$ cat config.mk
export PLATFORM = sky130hd
export DESIGN_NAME = key_conditioner
export DESIGN_NICKNAME = d
export VERILOG_FILES = /design/src/rtl/key_conditioner.sv
export SDC_FILE = /design/constraint.sdc
export NUM_CORES = 1
export LEC_CHECK = 0
export ABC_AREA = 1
export CAP_MARGIN = 20
export CORE_ASPECT_RATIO = 0.5
export CORE_MARGIN = 4
export CORE_UTILIZATION = 35
export DETAILED_ROUTE_END_ITERATION = 6
export PLACE_DENSITY = 0.61
export RECOVER_POWER = 100
export SKIP_LAST_GASP = 1
export SLEW_MARGIN = 0
export SYNTH_ARGS = -nofsm -noshare
export SYNTH_HDL_FRONTEND = slang
export SYNTH_SLANG_ARGS = --single-unit
$ cat constraint.sdc
create_clock -name clk -period 12.8 [get_ports clk]
set_input_delay 1.92 -clock clk [delete_from_list [all_inputs] [get_ports clk]]
set_output_delay 1.92 -clock clk [all_outputs]
set_load 0.01 [all_outputs]
$ cat src/rtl/key_conditioner.sv
// rtl/key_conditioner.sv - per-channel push-button synchroniser, debouncer and edge/long-press detector
module key_conditioner #(
    parameter int NUM_KEYS        = 2,
    parameter bit ACTIVE_LOW      = 1'b1,
    parameter int DEBOUNCE_CYCLES = 250000,
    parameter int HOLD_CYCLES     = 50000000
) (
    input  logic                clk,
    input  logic                rst,
    input  logic [NUM_KEYS-1:0] key_raw,
    output logic [NUM_KEYS-1:0] key_level,
    output logic [NUM_KEYS-1:0] key_press,
    output logic [NUM_KEYS-1:0] key_release,
    output logic [NUM_KEYS-1:0] key_held
);

    localparam int MAX_CYCLES = (DEBOUNCE_CYCLES > HOLD_CYCLES) ? DEBOUNCE_CYCLES : HOLD_CYCLES;
    localparam int CW         = (MAX_CYCLES < 1) ? 1 : $clog2(MAX_CYCLES + 1);

    localparam logic [CW-1:0] D_LAST  = CW'(DEBOUNCE_CYCLES - 1);
    localparam logic [CW-1:0] H_LAST  = CW'((HOLD_CYCLES == 0) ? 0 : HOLD_CYCLES - 1);
    localparam logic [CW-1:0] CNT_MAX = {CW{1'b1}};
    localparam bit            HOLD_EN = (HOLD_CYCLES != 0);

    typedef enum logic [1:0] {
        IDLE         = 2'd0,
        PRESS_WAIT   = 2'd1,
        PRESSED      = 2'd2,
        RELEASE_WAIT = 2'd3
    } state_t;

    function automatic logic [CW-1:0] sat_inc(input logic [CW-1:0] v);
        return (v == CNT_MAX) ? v : v + CW'(1);
    endfunction

    for (genvar g = 0; g < NUM_KEYS; g++) begin : g_chan
        logic [1:0]    sync_q, sync_d;
        state_t        state_q, state_d;
        logic [CW-1:0] dcnt_q, dcnt_d;
        logic [CW-1:0] hcnt_q, hcnt_d;
        logic          level_q, level_d;
        logic          press_q, press_d;
        logic          release_q, release_d;
        logic          held_q, held_d;
        logic [3:0]    out_q, out_d;
        logic          s;

        // sync_q[1] is the synchronised, normalised (pressed = 1) sample
        assign s = sync_q[1];

        always_comb begin
            sync_d    = {sync_q[0], key_raw[g] ^ ACTIVE_LOW};
            state_d   = state_q;
            dcnt_d    = dcnt_q;
            hcnt_d    = hcnt_q;
            level_d   = level_q;
            held_d    = held_q;
            press_d   = 1'b0;
            release_d = 1'b0;
            case (state_q)
                IDLE: begin
                    if (s) begin
                        state_d = PRESS_WAIT;
                        dcnt_d  = '0;
                    end
                end
                PRESS_WAIT: begin
                    if (!s) begin
                        state_d = IDLE;
                    end else if (dcnt_q == D_LAST) begin
                        state_d = PRESSED;
                        level_d = 1'b1;
                        press_d = 1'b1;
                        hcnt_d  = '0;
                    end else begin
                        dcnt_d = sat_inc(dcnt_q);
                    end
                end
                PRESSED: begin
                    if (!s) begin
                        state_d = RELEASE_WAIT;
                        dcnt_d  = '0;
                    end else if (HOLD_EN && (hcnt_q == H_LAST)) begin
                        held_d = 1'b1;
                    end else begin
                        hcnt_d = sat_inc(hcnt_q);
                    end
                end
                RELEASE_WAIT: begin
                    // a bounce back to pressed keeps hcnt so the hold time is not restarted
                    if (s) begin
                        state_d = PRESSED;
                    end else if (dcnt_q == D_LAST) begin
                        state_d   = IDLE;
                        level_d   = 1'b0;
                        held_d    = 1'b0;
                        release_d = 1'b1;
                    end else begin
                        dcnt_d = sat_inc(dcnt_q);
                    end
                end
                default: state_d = IDLE;
            endcase
            out_d = {held_q, release_q, press_q, level_q};
        end

        always_ff @(posedge clk or posedge rst) begin
            if (rst) begin
                sync_q    <= 2'b00;
                state_q   <= IDLE;
                dcnt_q    <= '0;
                hcnt_q    <= '0;
                level_q   <= 1'b0;
                press_q   <= 1'b0;
                release_q <= 1'b0;
                held_q    <= 1'b0;
                out_q     <= 4'b0000;
            end else begin
                sync_q    <= sync_d;
                state_q   <= state_d;
                dcnt_q    <= dcnt_d;
                hcnt_q    <= hcnt_d;
                level_q   <= level_d;
                press_q   <= press_d;
                release_q <= release_d;
                held_q    <= held_d;
                out_q     <= out_d;
            end
        end

        assign key_level[g]   = out_q[0];
        assign key_press[g]   = out_q[1];
        assign key_release[g] = out_q[2];
        assign key_held[g]    = out_q[3];
    end

endmodule

Word-level counts from Yosys, hierarchy flattened. Cells that the tools add are included.

Add/sub/neg operators: 4. Equality and inequality tests: 38. Mux-type cells: 66. Bitwise logic cells: 2. Reduce and logical (&&, ||, !) cells: 18.

Operator list (number): $mux W26 (22); $pmux W26 S4 (2); $eq A26 B26 Y1 const B (6); $add A26 B1 Y26 const B (4); $pmux W26 S2 (2); $eq A26 B18 Y1 const B (2); $ne A2 B2 Y1 const B (20); $mux W2 (12); $mux W1 (22); $reduce_and A5 Y1 (4); $pmux W2 S4 (2); $reduce_and A4 Y1 (4); $ne A3 B3 Y1 const B (4); $reduce_and A6 Y1 (2); $reduce_bool A2 Y1 (6); $eq A2 B2 Y1 const B (4); $pmux W1 S2 (4); $eq A2 B1 Y1 const B (2); $logic_not A2 Y1 (2); $not A1 Y1 (2).

Bits in registers: 128. Output and inout bits: 8. Logic and storage cells: 146.

Longest topological paths before layout.
Depth after elaboration: 5. Depth in mapped cells: 13.

Worst setup path before layout. OpenSTA, ideal clock, no wires.

Path kind: register to output. From: reg g_chan[0].out_q[3]. To: out key_held[0]. Arrival time: 0.376 ns. Path slack: 10.504 ns. Stages on the path, launching flop included: 1. Cells stage by stage: dfrtp_1.

RTL lines: from (decl) (RTL line 45) `logic [3:0] out_q, out_d;`; from (signal assigned) (RTL line 127) `out_q <= out_d;`; to (decl) (RTL line 14) `output logic [NUM_KEYS-1:0] key_held`.

No word-level cell between the ends.

==> flow_summary.ini <==
[critical_path]
worstPathCellList = dlygate4sd3_1, clkinvlp_2, clkbuf_1
worst_setup_start_kind = input port
crit_path_capture_type = async pin
worst_ep_required_time_ns = 12.77
path_delay_family = buffers and inverters
critical_path_class = input port to async pin
cp_buf_inv_count = 3
cell_type_of_the_slowest_stage_on_the_worst_timing_path = sky130_fd_sc_hd__clkinvlp_2
critPathMaxStageDelay_ns = 1.99
crit_path_max_fo = 80
critical_path_arrival_ns = 6.46

[cts]
cts_tree = built
cts_buffers = 17
cts_htree_levels = 4
cts_hold_buffers = 0
cts.sink_count = 128
cts_max_path_buffers = 2
root_buffer = sky130_fd_sc_hd__clkbuf_16
postCtsSetupBuffers = 0
clkSlewWorstSetupHoldPaths_ns = 0.06
post_cts_sizing_count = 0
insertion_delay_ns = 0.43

[grt]
grt_overflow = 0
grt_first_pass_wirelength_um = 34850
grt_antenna_before_repair = 0
grt.total_usage_pct = 15.62
grt_max_degree = 81
grt_pass1_vias = 7318

[yosys]
synth-async-reset-ratio_pct = 100.0
yosys_warnings = 0
synth_fp_nets = 1307
synth_area_um2 = 8367
postSynthAreaPerCell_um2 = 6.441
synthDistinctLibCells = 41
seq_area_frac_synth_pct = 38.28
synth_seq_cells = 128
most_used_flip_flop_cell_after_synthesis = sky130_fd_sc_hd__dfrtp_1
synthCells = 1299
synth_edf_count = 0

[placed_design]
placed_cells = 1591
place.detailed.hpwl_um = 13990
numPortBuffers = 11
placed_area_um2 = 8703
placer_congestion_estimate = 0.9166

[power]
power_leakage_uw = 0.004163
combPwrFrac_pct = 3.1
internal_power_uw = 713.6
vdd_ir_drop_max_mv = 0.1000
power.share.sequential_pct = 44.0
netSwitchingPower_uw = 221.4
netSwitchingFraction_pct = 23.68
clock_power_share_pct = 52.9
power_density_nw_per_um2 = 101.1

[drt]
drt-pass1-iter-count = 6
drc = 0
routed-via-count = 7908
post_drt_wl_per_cell_um = 12.29
finalWirelength_um = 19970
antenna_violating_nets_post_route = 0
vias_per_cell = 4.869
dr.first_iter.drc_count = 759

[sta]
max_freq_ghz = 0.1542
fin_skew_ns = 0.01296
timing_worst_slew_pin_value_ns = 3.551
final.period_utilization_pct = 50.66
hold_violations = 0
maxSlewViolCount = 186
timing.slew.headroom_pct = -138.0
setup_violations = 0
setup-tns-final_ns = 0
finalWorstPathRequiredPeriod_ns = 6.485
rsz_0062_raised_after_global_routing = false

[final_layout]
filler_cell_count = 2366
post_layout_inst_area_um2 = 9250
post_route_cells_drive_above_1_share_pct = 4.176
final_cell_count_no_fill = 1624
num-nets-final = 1312
antenna-diode-count = 0
flow.area_growth_from_synthesis_pct = 10.56
register_area_um2 = 3203
area_of_the_multi_input_gates_um2 = 4516

[floorplanning]
floorplan.io_pins = 12
core_area_um2 = 23180
num_rows = 39
die_height_um = 117.3
initial_utilization_pct = 36.10
total_die_area_um2 = 26590
die_width_um = 226.7

[flow_run]
max_cap_viol_count = 4

[outcome]
status = finished, violations left
violated_checks = capacitance limit, slew limit

[worst_hold_path]
min-delay-path-class = register to register
[metal layers]
metal	global-route usage, %	wire length (um)	vias to the layer above
met5	0	0	-
met4	4.559	183	0
met3	3.145	947	14
met2	24.21	8741	175
met1	22.11	10090	3638
li1	-	-	4081
[final cells by class]
type	instances	share of cell area, %
clock buffers	19	4.897
well taps	307	4.153
repair buffers	15	1.474
flip-flops and latches	128	34.63
inverters	108	4.396
clock inverters	13	1.637
multi-input cells	1034	48.82
[cells in the final DEF, fill, tap and decap left out, types with 3 or more instances in the layout]
cell	n
sky130_fd_sc_hd__nand3_1	101
sky130_fd_sc_hd__o21bai_1	3
sky130_fd_sc_hd__xnor2_1	7
sky130_fd_sc_hd__nor2_2	3
sky130_fd_sc_hd__nor3_1	14
sky130_fd_sc_hd__clkinv_4	5
sky130_fd_sc_hd__a21o_1	5
sky130_fd_sc_hd__xor2_1	18
sky130_fd_sc_hd__dlygate4sd3_1	11
sky130_fd_sc_hd__a21oi_1	25
sky130_fd_sc_hd__nand4_1	21
sky130_fd_sc_hd__o21ai_0	44
sky130_fd_sc_hd__inv_6	4
sky130_fd_sc_hd__inv_1	106
sky130_fd_sc_hd__ha_1	4
sky130_fd_sc_hd__nand3b_1	7
sky130_fd_sc_hd__nor2_1	238
sky130_fd_sc_hd__nor2_4	3
sky130_fd_sc_hd__clkbuf_16	17
sky130_fd_sc_hd__or2_2	5
sky130_fd_sc_hd__nand2_2	5
sky130_fd_sc_hd__dfrtp_1	128
sky130_fd_sc_hd__nand2_1	515
[worst reg2reg max path: stages, from the launching register on]
cell	delay, ns
sky130_fd_sc_hd__dfrtp_1	0.42
sky130_fd_sc_hd__ha_1	0.20
sky130_fd_sc_hd__nand2_1	0.12
sky130_fd_sc_hd__nor2_1	0.32
sky130_fd_sc_hd__inv_1	0.10
sky130_fd_sc_hd__nor2_1	0.10
sky130_fd_sc_hd__nand2_1	0.08
sky130_fd_sc_hd__nor2_1	0.13
sky130_fd_sc_hd__nor2_1	0.05
sky130_fd_sc_hd__nor2_1	1.37
sky130_fd_sc_hd__nand2_1	1.13
sky130_fd_sc_hd__nand2_1	0.26
sky130_fd_sc_hd__nand2_1	0.07
[metrics by stage]
stage | setup WS [ns] | total power [uW] | hold WS, ns | utilization (%)
3_5_place_dp | 9.106 | 450.1 | 0.3363 | 37.55
2_1_floorplan | 7.467 | 442.8 | 0.3312 | -
5_1_grt | 5.091 | 969.9 | 0.3543 | 39.91
3_3_place_gp | 9.148 | 449.8 | 0.3320 | 37.55
6_report | 6.315 | 935.0 | 0.3482 | 39.91
4_1_cts | 9.380 | 949.3 | 0.3499 | 40.16
[power by group through the flow]
| stage | registers (uW) | clock network [uW] | logic (uW) |
|---|---|---|---|
| floorplan | 418 | 0 | 24.8 |
| global placement | 419 | 0 | 30.9 |
| detailed placement | 419 | 0 | 31.1 |
| CTS | 412 | 507 | 31.2 |
| global route | 412 | 524 | 34.2 |
| finish | 412 | 494 | 28.8 |
[final timing paths]
path,start,to,slack [ns],cells after the start
worst max-delay path,rst,g_chan[0].dcnt_q[2]$_DFFE_PP0P_,6.31,3
worst min-delay path,g_chan[0].press_q$_DFF_PP0_,g_chan[0].out_q[1]$_DFF_PP0_,0.35,0
worst min register to register,g_chan[0].press_q$_DFF_PP0_,g_chan[0].out_q[1]$_DFF_PP0_,0.35,0
worst max register to register,g_chan[1].dcnt_q[0]$_DFFE_PP0P_,g_chan[1].hcnt_q[25]$_DFFE_PP0P_,8.30,12
min in group asynchronous,rst,g_chan[1].hcnt_q[3]$_DFFE_PP0P_,2.99,2
max in group clk,g_chan[1].dcnt_q[0]$_DFFE_PP0P_,g_chan[1].hcnt_q[25]$_DFFE_PP0P_,8.30,12
[cell usage after synthesis (2+ instances only)]
| cell type | count | area, um^2 |
|---|---|---|
| sky130_fd_sc_hd__a21o_1 | 5 | 37.54 |
| sky130_fd_sc_hd__a21oi_1 | 25 | 125.1 |
| sky130_fd_sc_hd__and2_1 | 2 | 12.51 |
| sky130_fd_sc_hd__buf_1 | 2 | 7.510 |
| sky130_fd_sc_hd__buf_2 | 13 | 65.06 |
| sky130_fd_sc_hd__buf_6 | 8 | 90.09 |
| sky130_fd_sc_hd__clkbuf_1 | 6 | 22.52 |
| sky130_fd_sc_hd__dfrtp_1 | 128 | 3203 |
| sky130_fd_sc_hd__ha_1 | 4 | 50.05 |
| sky130_fd_sc_hd__inv_1 | 105 | 394.1 |
| sky130_fd_sc_hd__inv_2 | 2 | 7.510 |
| sky130_fd_sc_hd__nand2_1 | 512 | 1922 |
| sky130_fd_sc_hd__nand2_2 | 6 | 37.54 |
| sky130_fd_sc_hd__nand2_4 | 3 | 33.78 |
| sky130_fd_sc_hd__nand3_1 | 100 | 500.5 |
| sky130_fd_sc_hd__nand3b_1 | 6 | 45.04 |
| sky130_fd_sc_hd__nand4_1 | 21 | 131.4 |
| sky130_fd_sc_hd__nor2_1 | 234 | 878.3 |
| sky130_fd_sc_hd__nor2_2 | 5 | 31.28 |
| sky130_fd_sc_hd__nor2_4 | 5 | 56.30 |
| sky130_fd_sc_hd__nor3_1 | 14 | 70.07 |
| sky130_fd_sc_hd__nor3b_1 | 2 | 15.01 |
| sky130_fd_sc_hd__o21ai_0 | 33 | 165.2 |
| sky130_fd_sc_hd__o21ai_1 | 12 | 60.06 |
| sky130_fd_sc_hd__o21bai_1 | 3 | 22.52 |
| sky130_fd_sc_hd__or2_2 | 5 | 31.28 |
| sky130_fd_sc_hd__xnor2_1 | 7 | 61.31 |
| sky130_fd_sc_hd__xor2_1 | 18 | 157.7 |
[cells by family after synthesis]
family	after synthesis	share of synthesized area, %
simple gates	921	45.88
buf+inv	137	7.059
flops	128	38.28
compound gates	84	5.563
xor+xnor	25	2.617
fa+ha+maj	4	0.5982
[flip-flops by register name (all words and copies together), names as in the netlist, named ones only]
signal            flops
g_chan.sync_q         4
g_chan.level_q        2
g_chan.held_q         2
g_chan.dcnt_q        52
g_chan.hcnt_q        52
g_chan.press_q        2
g_chan.release_q      2
g_chan.out_q          8
g_chan.state_q        2
Note: power is estimated with default switching activity, not from simulation.
